--- src/rtl/alu_operand_collector_if.sv ---
// Request-side handshake bundle for the alu operand collector.
// The master presents operation beats; the slave (collector) returns in_ready.
interface alu_operand_collector_if #(
  parameter int DATA_WIDTH = 8,
  parameter int CMD_WIDTH  = 4
);
  logic                  in_valid;
  logic                  in_ready;
  logic                  in_mode;
  logic [CMD_WIDTH-1:0]  in_cmd;
  logic                  in_cin;
  logic [1:0]            in_inp_valid;
  logic [DATA_WIDTH-1:0] in_opa;
  logic [DATA_WIDTH-1:0] in_opb;

  modport master (
    output in_valid, in_mode, in_cmd, in_cin, in_inp_valid, in_opa, in_opb,
    input  in_ready
  );

  modport slave (
    input  in_valid, in_mode, in_cmd, in_cin, in_inp_valid, in_opa, in_opb,
    output in_ready
  );
endinterface

--- src/rtl/alu_operand_collector.sv ---
// alu_operand_collector: gathers opa/opb (possibly from separate beats),
// waits a bounded time for a missing operand, then issues one registered
// request to the alu and holds off new requests for the alu multiply latency.
module alu_operand_collector #(
  parameter int DATA_WIDTH = 8,
  parameter int CMD_WIDTH  = 4,
  parameter int TIMEOUT    = 16,
  parameter int ISSUE_GAP  = 3
) (
  input  logic                   clk,
  input  logic                   rst,
  alu_operand_collector_if.slave req,
  output logic                   CE,
  output logic                   mode,
  output logic [CMD_WIDTH-1:0]   CMD,
  output logic                   CIN,
  output logic [DATA_WIDTH-1:0]  opa,
  output logic [DATA_WIDTH-1:0]  opb,
  output logic [1:0]             INP_VALID,
  output logic                   issue,
  output logic                   timeout_err
);

  localparam int TMO_W = (TIMEOUT > 2) ? $clog2(TIMEOUT) : 1;
  localparam int GAP_W = (ISSUE_GAP > 1) ? $clog2(ISSUE_GAP + 1) : 1;
  localparam logic [TMO_W-1:0] TMO_LAST = TMO_W'(TIMEOUT - 1);
  localparam logic [GAP_W-1:0] GAP_LAST = GAP_W'(ISSUE_GAP - 1);

  typedef enum logic [1:0] {S_IDLE, S_WAIT, S_ISSUE, S_GAP} state_t;

  state_t state_reg, state_next;
  logic [TMO_W-1:0] tmo_cnt_reg;
  logic [GAP_W-1:0] gap_cnt_reg;
  logic tmo_fire;

  // Operand holding set (what has been collected for the pending request)
  logic                  hold_mode_reg, hold_mode_next;
  logic [CMD_WIDTH-1:0]  hold_cmd_reg, hold_cmd_next;
  logic                  hold_cin_reg, hold_cin_next;
  logic [1:0]            hold_vld_reg, hold_vld_next;
  logic [DATA_WIDTH-1:0] hold_opa_reg, hold_opa_next;
  logic [DATA_WIDTH-1:0] hold_opb_reg, hold_opb_next;
  logic [1:0]            need_next;
  logic                  complete;

  // Registered outputs
  logic                  ce_reg;
  logic                  in_ready_reg, ready_next;
  logic                  issue_reg, issue_next;
  logic                  err_reg, err_next;
  logic                  mode_reg;
  logic [CMD_WIDTH-1:0]  cmd_reg;
  logic                  cin_reg;
  logic [1:0]            vld_reg;
  logic [DATA_WIDTH-1:0] opa_reg, opb_reg;

  logic accept;

  // Which operands a command consumes: bit0 = opa, bit1 = opb, 00 = none.
  function automatic logic [1:0] need_mask(input logic m, input logic [CMD_WIDTH-1:0] c);
    int ci;
    logic [1:0] r;
    ci = int'(c);
    r  = 2'b00;
    if (m) begin
      case (ci)
        0, 1, 2, 3, 8, 9, 10: r = 2'b11;
        4, 5:                 r = 2'b01;
        6, 7:                 r = 2'b10;
        default:              r = 2'b00;
      endcase
    end else begin
      case (ci)
        0, 1, 2, 3, 4, 5, 12, 13: r = 2'b11;
        6, 8, 10:                 r = 2'b01;
        7, 9, 11:                 r = 2'b10;
        default:                  r = 2'b00;
      endcase
    end
    return r;
  endfunction

  assign accept = req.in_valid && in_ready_reg;

  // Merge an accepted beat into the held set; IDLE starts a fresh set.
  always_comb begin
    hold_mode_next = hold_mode_reg;
    hold_cmd_next  = hold_cmd_reg;
    hold_cin_next  = hold_cin_reg;
    hold_vld_next  = hold_vld_reg;
    hold_opa_next  = hold_opa_reg;
    hold_opb_next  = hold_opb_reg;
    if (accept) begin
      if (state_reg == S_IDLE) begin
        hold_mode_next = req.in_mode;
        hold_cmd_next  = req.in_cmd;
        hold_cin_next  = req.in_cin;
        hold_vld_next  = req.in_inp_valid;
        hold_opa_next  = req.in_inp_valid[0] ? req.in_opa : '0;
        hold_opb_next  = req.in_inp_valid[1] ? req.in_opb : '0;
      end else begin
        hold_vld_next = hold_vld_reg | req.in_inp_valid;
        if (req.in_inp_valid[0]) hold_opa_next = req.in_opa;
        if (req.in_inp_valid[1]) hold_opb_next = req.in_opb;
      end
    end
    need_next = need_mask(hold_mode_next, hold_cmd_next);
    complete  = (need_next & ~hold_vld_next) == 2'b00;
  end

  // Held operand registers; reset drops any partially collected request.
  always_ff @(posedge clk) begin
    if (rst) begin
      hold_mode_reg <= 1'b0;
      hold_cmd_reg  <= '0;
      hold_cin_reg  <= 1'b0;
      hold_vld_reg  <= 2'b00;
      hold_opa_reg  <= '0;
      hold_opb_reg  <= '0;
    end else begin
      hold_mode_reg <= hold_mode_next;
      hold_cmd_reg  <= hold_cmd_next;
      hold_cin_reg  <= hold_cin_next;
      hold_vld_reg  <= hold_vld_next;
      hold_opa_reg  <= hold_opa_next;
      hold_opb_reg  <= hold_opb_next;
    end
  end

  // State register plus wait/gap counters.
  always_ff @(posedge clk) begin
    if (rst) begin
      state_reg   <= S_IDLE;
      tmo_cnt_reg <= '0;
      gap_cnt_reg <= '0;
    end else begin
      state_reg   <= state_next;
      tmo_cnt_reg <= (state_reg == S_WAIT && state_next == S_WAIT) ? tmo_cnt_reg + 1'b1 : '0;
      gap_cnt_reg <= (state_reg == S_GAP && state_next == S_GAP) ? gap_cnt_reg + 1'b1 : '0;
    end
  end

  // Next-state logic; completion on the last wait cycle beats the timeout.
  always_comb begin
    state_next = state_reg;
    tmo_fire   = 1'b0;
    case (state_reg)
      S_IDLE: begin
        if (accept) state_next = complete ? S_ISSUE : S_WAIT;
      end
      S_WAIT: begin
        if (complete) begin
          state_next = S_ISSUE;
        end else if (tmo_cnt_reg == TMO_LAST) begin
          state_next = S_ISSUE;
          tmo_fire   = 1'b1;
        end
      end
      S_ISSUE: state_next = S_GAP;
      S_GAP: begin
        if (gap_cnt_reg == GAP_LAST) state_next = S_IDLE;
      end
      default: state_next = S_IDLE;
    endcase
  end

  // Output decode from the upcoming state so outputs register with it.
  always_comb begin
    ready_next = (state_next == S_IDLE) || (state_next == S_WAIT);
    issue_next = (state_next == S_ISSUE);
    err_next   = tmo_fire;
  end

  // Output registers; alu-side values change only when a request issues.
  always_ff @(posedge clk) begin
    if (rst) begin
      ce_reg       <= 1'b1;
      in_ready_reg <= 1'b0;
      issue_reg    <= 1'b0;
      err_reg      <= 1'b0;
      mode_reg     <= 1'b0;
      cmd_reg      <= '0;
      cin_reg      <= 1'b0;
      vld_reg      <= 2'b00;
      opa_reg      <= '0;
      opb_reg      <= '0;
    end else begin
      ce_reg       <= 1'b1;
      in_ready_reg <= ready_next;
      issue_reg    <= issue_next;
      err_reg      <= err_next;
      if (issue_next) begin
        mode_reg <= hold_mode_next;
        cmd_reg  <= hold_cmd_next;
        cin_reg  <= hold_cin_next;
        vld_reg  <= hold_vld_next;
        opa_reg  <= hold_opa_next;
        opb_reg  <= hold_opb_next;
      end
    end
  end

  assign req.in_ready = in_ready_reg;
  assign CE           = ce_reg;
  assign mode         = mode_reg;
  assign CMD          = cmd_reg;
  assign CIN          = cin_reg;
  assign opa          = opa_reg;
  assign opb          = opb_reg;
  assign INP_VALID    = vld_reg;
  assign issue        = issue_reg;
  assign timeout_err  = err_reg;

endmodule

--- src/flat_wrapper.sv ---
// flat-port wrapper written by rule: the top's interface ports become plain ports
module alu_operand_collector_flat 
#(
  parameter int DATA_WIDTH = 8,
  parameter int CMD_WIDTH  = 4,
  parameter int TIMEOUT    = 16,
  parameter int ISSUE_GAP  = 3
)
  (clk, rst, CE, mode, CMD, CIN, opa, opb, INP_VALID, issue, timeout_err, req_in_valid, req_in_mode, req_in_cmd, req_in_cin, req_in_inp_valid, req_in_opa, req_in_opb, req_in_ready);
  alu_operand_collector_if #(.DATA_WIDTH(DATA_WIDTH), .CMD_WIDTH(CMD_WIDTH)) req_i ();
  input  logic clk;
  input  logic rst;
  output logic CE;
  output logic mode;
  output logic [CMD_WIDTH-1:0] CMD;
  output logic CIN;
  output logic [DATA_WIDTH-1:0] opa;
  output logic [DATA_WIDTH-1:0] opb;
  output logic [1:0] INP_VALID;
  output logic issue;
  output logic timeout_err;
  input wire logic [$bits(req_i.in_valid)-1:0] req_in_valid;
  input wire logic [$bits(req_i.in_mode)-1:0] req_in_mode;
  input wire logic [$bits(req_i.in_cmd)-1:0] req_in_cmd;
  input wire logic [$bits(req_i.in_cin)-1:0] req_in_cin;
  input wire logic [$bits(req_i.in_inp_valid)-1:0] req_in_inp_valid;
  input wire logic [$bits(req_i.in_opa)-1:0] req_in_opa;
  input wire logic [$bits(req_i.in_opb)-1:0] req_in_opb;
  output wire logic [$bits(req_i.in_ready)-1:0] req_in_ready;
  assign req_i.in_valid = req_in_valid;
  assign req_i.in_mode = req_in_mode;
  assign req_i.in_cmd = req_in_cmd;
  assign req_i.in_cin = req_in_cin;
  assign req_i.in_inp_valid = req_in_inp_valid;
  assign req_i.in_opa = req_in_opa;
  assign req_i.in_opb = req_in_opb;
  assign req_in_ready = req_i.in_ready;
  alu_operand_collector #(.DATA_WIDTH(DATA_WIDTH), .CMD_WIDTH(CMD_WIDTH), .TIMEOUT(TIMEOUT), .ISSUE_GAP(ISSUE_GAP)) u_core (.clk(clk), .rst(rst), .req(req_i), .CE(CE), .mode(mode), .CMD(CMD), .CIN(CIN), .opa(opa), .opb(opb), .INP_VALID(INP_VALID), .issue(issue), .timeout_err(timeout_err));
endmodule
--- config.mk ---
export PLATFORM = sky130hd
export DESIGN_NAME = alu_operand_collector_flat
export DESIGN_NICKNAME = d
export VERILOG_FILES = /design/src/rtl/alu_operand_collector_if.sv /design/src/rtl/alu_operand_collector.sv /design/src/flat_wrapper.sv
export SDC_FILE = /design/constraint.sdc
export NUM_CORES = 1
export LEC_CHECK = 0
export CAP_MARGIN = 20
export CORE_ASPECT_RATIO = 1.4
export CORE_MARGIN = 2
export CORE_UTILIZATION = 30
export CTS_CLUSTER_DIAMETER = 50
export DETAILED_ROUTE_END_ITERATION = 16
export DONT_BUFFER_PORTS = 1
export GPL_TIMING_DRIVEN = 0
export PLACE_DENSITY = 0.4
export SLEW_MARGIN = 0
export SYNTH_ARGS = -nofsm -noshare
export SYNTH_HDL_FRONTEND = slang
export SYNTH_SLANG_ARGS = --single-unit
export TNS_END_PERCENT = 10
--- constraint.sdc ---
create_clock -name clk -period 2.7 [get_ports clk]
set_clock_uncertainty 0.2 [all_clocks]
set_input_delay 0.135 -clock clk [delete_from_list [all_inputs] [get_ports clk]]
set_output_delay 0.135 -clock clk [all_outputs]
set_load 0.02 [all_outputs]
==> run_results.csv <==
group,metric,value,unit
run_status,status,"completed",
cts,clockBufferDepth,2,
critical_path,worstSetupStartpointType,"register",
final_layout,final_util,0.392,
die,die_y,116,um
timing,setup_viol,0,
die,io_pins,55,
yosys,postSynth.asyncResetShare,0,
yosys,ys_top_cells_by_count,"dfxtp_1 (59), nor2_1 (33), nor2b_1 (20)",
critical_path,slowest_delay,0.44,ns
timing,fin_crit,2.56,ns
final_layout,drive_gt1_frac,0.205,
yosys,syn-cell-area,2680,um^2
power,ir_drop,0.380,mV
global_route,grt_pass1_vias,2146,
yosys,netlist_top_cells_area,"dfxtp_1 (44%), mux2_4 (9.5%), nor2b_1 (4.7%), nor2_1 (4.6%), mux2i_1 (4.5%)",
timing,slew_viol_final,0,
critical_path,cp_max_fo,10,
timing,relSlewSlack,0.621,
critical_path,r2r_cells,7,
yosys,synth_cell_types,55,
cts,cts_max_level,3,
critical_path,required,2.71,ns
power,power.leakage,1.38,nW
yosys,synth-main-ff-cell,"dfxtp_1",
timing,fmax,0.391,GHz
worst_hold_path,whs_path_depth,3,
die,die-area,9730,um^2
placed_design,dpl_cell_area,2820,um^2
die,die_w,83.9,um
routing,vias,2029,
yosys,synth_most_common_cell,"dfxtp_1",
global_route,grt_pass1_wl,11200,um
yosys,synth-seq-cells,59,
global_route,grt_max_degree,11,
routing,routed_via_density,4.99,
placed_design,gp_congestion,0.734,
timing,min_period_over_period,0.948,
critical_path,path_depth,7,
global_route,overflow,0,
yosys,synth-seq-area-share,0.440,
timing,rsz0062_at_grt,"yes",
cts,clock_sinks,59,
critical_path,r2r_slack,0.14,ns
worst_hold_path,min_path_type,"primary input to register",
yosys,syn-num-nets,288,
power,p_per_area,712,nW/um^2
routing,drt_first_pass_iters,4,
die,num_rows,40,
critical_path,end_kind,"register",
routing,drt-total-wl,6710,um
critical_path,path_class,"register to register",
yosys,synth_top_cell_area_share,0.440,
routing,wl_per_cell,16.5,um
yosys,synth_top_cell_by_area,"dfxtp_1",
routing,drc,0,
yosys,synth_edf_count,0,
cts,clk_latency,0.33,ns
critical_path,crit_slowest_cell,"dfxtp_2",
yosys,syn-mean-instance-area,10.4,um^2
yosys,netlist_instances,259,
critical_path,path_buf_inv,2,
yosys,ys_warn_count,0,
global_route,antenna_found_initial,0,
timing,tightestPinTransition,0.566,ns
final_layout,n_antenna_cell,0,
routing,drtIter0Drc,93,
die,core_area,8660,um^2
flow_run,maxCapViolCount,0,
critical_path,arrival,2.57,ns
critical_path,cp_cell_sequence,"and3_1 -> clkbuf_1 -> a22oi_1 -> a211o_1 -> a31o_4 -> buf_12 -> mux2_4",
routing,postRouteAntennaNets,0,
cts,cts_made_buffers,9,
placed_design,place_hpwl,4610,um
cts,cts.clk_slew.worst_paths,0.05,ns
timing,hold_violations,0,
final_layout,area_growth,26.6,%
cts,cts_root_buf,"clkbuf_16",
cts,cts_tree,"done",
placed_design,io_buffers,0,
final_layout,nets,326,
final_layout,design_area,3400,um^2
critical_path,critical-path-top-delay-family,"compound AO/OA/AOI/OAI gates",
global_route,grt.total_usage,0.150,
die,initial_core_util,0.310,
cells by family after synthesis:
| logic type | count (synthesis) | share of synthesized area |
|---|---|---|
| simple gates | 94 | 0.195 |
| flops | 59 | 0.440 |
| compound gates | 47 | 0.137 |
| mux | 33 | 0.158 |
| buf+inv | 21 | 0.0531 |
| fa+ha+maj | 2 | 0.00932 |
| xor+xnor | 2 | 0.00653 |
| other cells | 1 | 0.00140 |
routing by layer:
layer  part of all wire  track usage  up-vias
met4              0.023       0.0688        0
met5                  0            0        -
li1                   -            -      998
met3              0.059       0.0598       10
met1               0.44        0.176      963
met2               0.48        0.244       58
power by group:
part	internal [W]	total, W	leakage (nW)	switching (W)
Clock	0.000790	0.00117	0.150	0.000384
Sequential	0.000906	0.000944	0.478	0.0000386
Combinational	0.000140	0.000300	0.752	0.000160
Total	0.00184	0.00242	1.38	0.000583
cell type report:
cell class / instances / area (um^2)
clock buffers: 15 / 278
inverters: 3 / 11.3
clock inverters: 1 / 30.0
flip-flops and latches: 59 / 1180
multi-input cells: 179 / 1370
repair buffers: 27 / 268
fillers: 893 / 5260
well taps: 105 / 131
plain buffers: 18 / 131
layout by cell type (no fill, tap or decap), types with 9 or more instances in the layout:
cell type	netlist	layout
a21oi_1	11	11
a22oi_1	16	16
clkbuf_1	7	10
clkbuf_16	0	9
dfxtp_1	59	58
dlygate4sd3_1	0	26
mux2_4	17	17
mux2i_1	12	12
nand2_1	11	11
nor2_1	33	33
nor2b_1	20	20
worst reg2reg max path: stages, from the launching register on:
cell and delay, ns:
dfxtp_2 0.44, and3_1 0.18, clkbuf_1 0.27, a22oi_1 0.19
a211o_1 0.38, a31o_4 0.32, buf_12 0.17, mux2_4 0.30
path summary, 6_finish.rpt:
path | startpoint | to
worst max-delay path | u_core.req.in_ready | u_core.opb[3]
worst max register to register | u_core.req.in_ready | u_core.opb[3]
worst min-delay path | req_in_cmd[2] | u_core.hold_cmd_reg[2]
worst min register to register | u_core.gap_cnt_reg[0] | u_core.gap_cnt_reg[0]
repair_timing:
item | 4_1_cts | 5_1_grt
pin swaps | 1 | 0
endpoints found under the hold margin | 43 | 0
hold buffers | 26 | 0
buffers inserted | 1 | 0
endpoints found under the setup margin | 17 | 1
resized for setup | 1 | 1
per-stage QoR:
stage	setup TNS [ns]	setup WS, ns	cells	power (W)	hold WS [ns]
6_report	0	0.140	407	0.00242	0.0473
5_1_grt	-0.0399	-0.0152	407	0.00253	0.0984
4_1_cts	0	0.160	407	0.00246	0.0400
3_5_place_dp	-1.61	-0.101	364	0.00123	0.117
3_3_place_gp	-1.57	-0.0998	364	0.00123	0.109
2_1_floorplan	0	0.235	259	0.00117	0.0859
(Power assumes the default switching activity.)
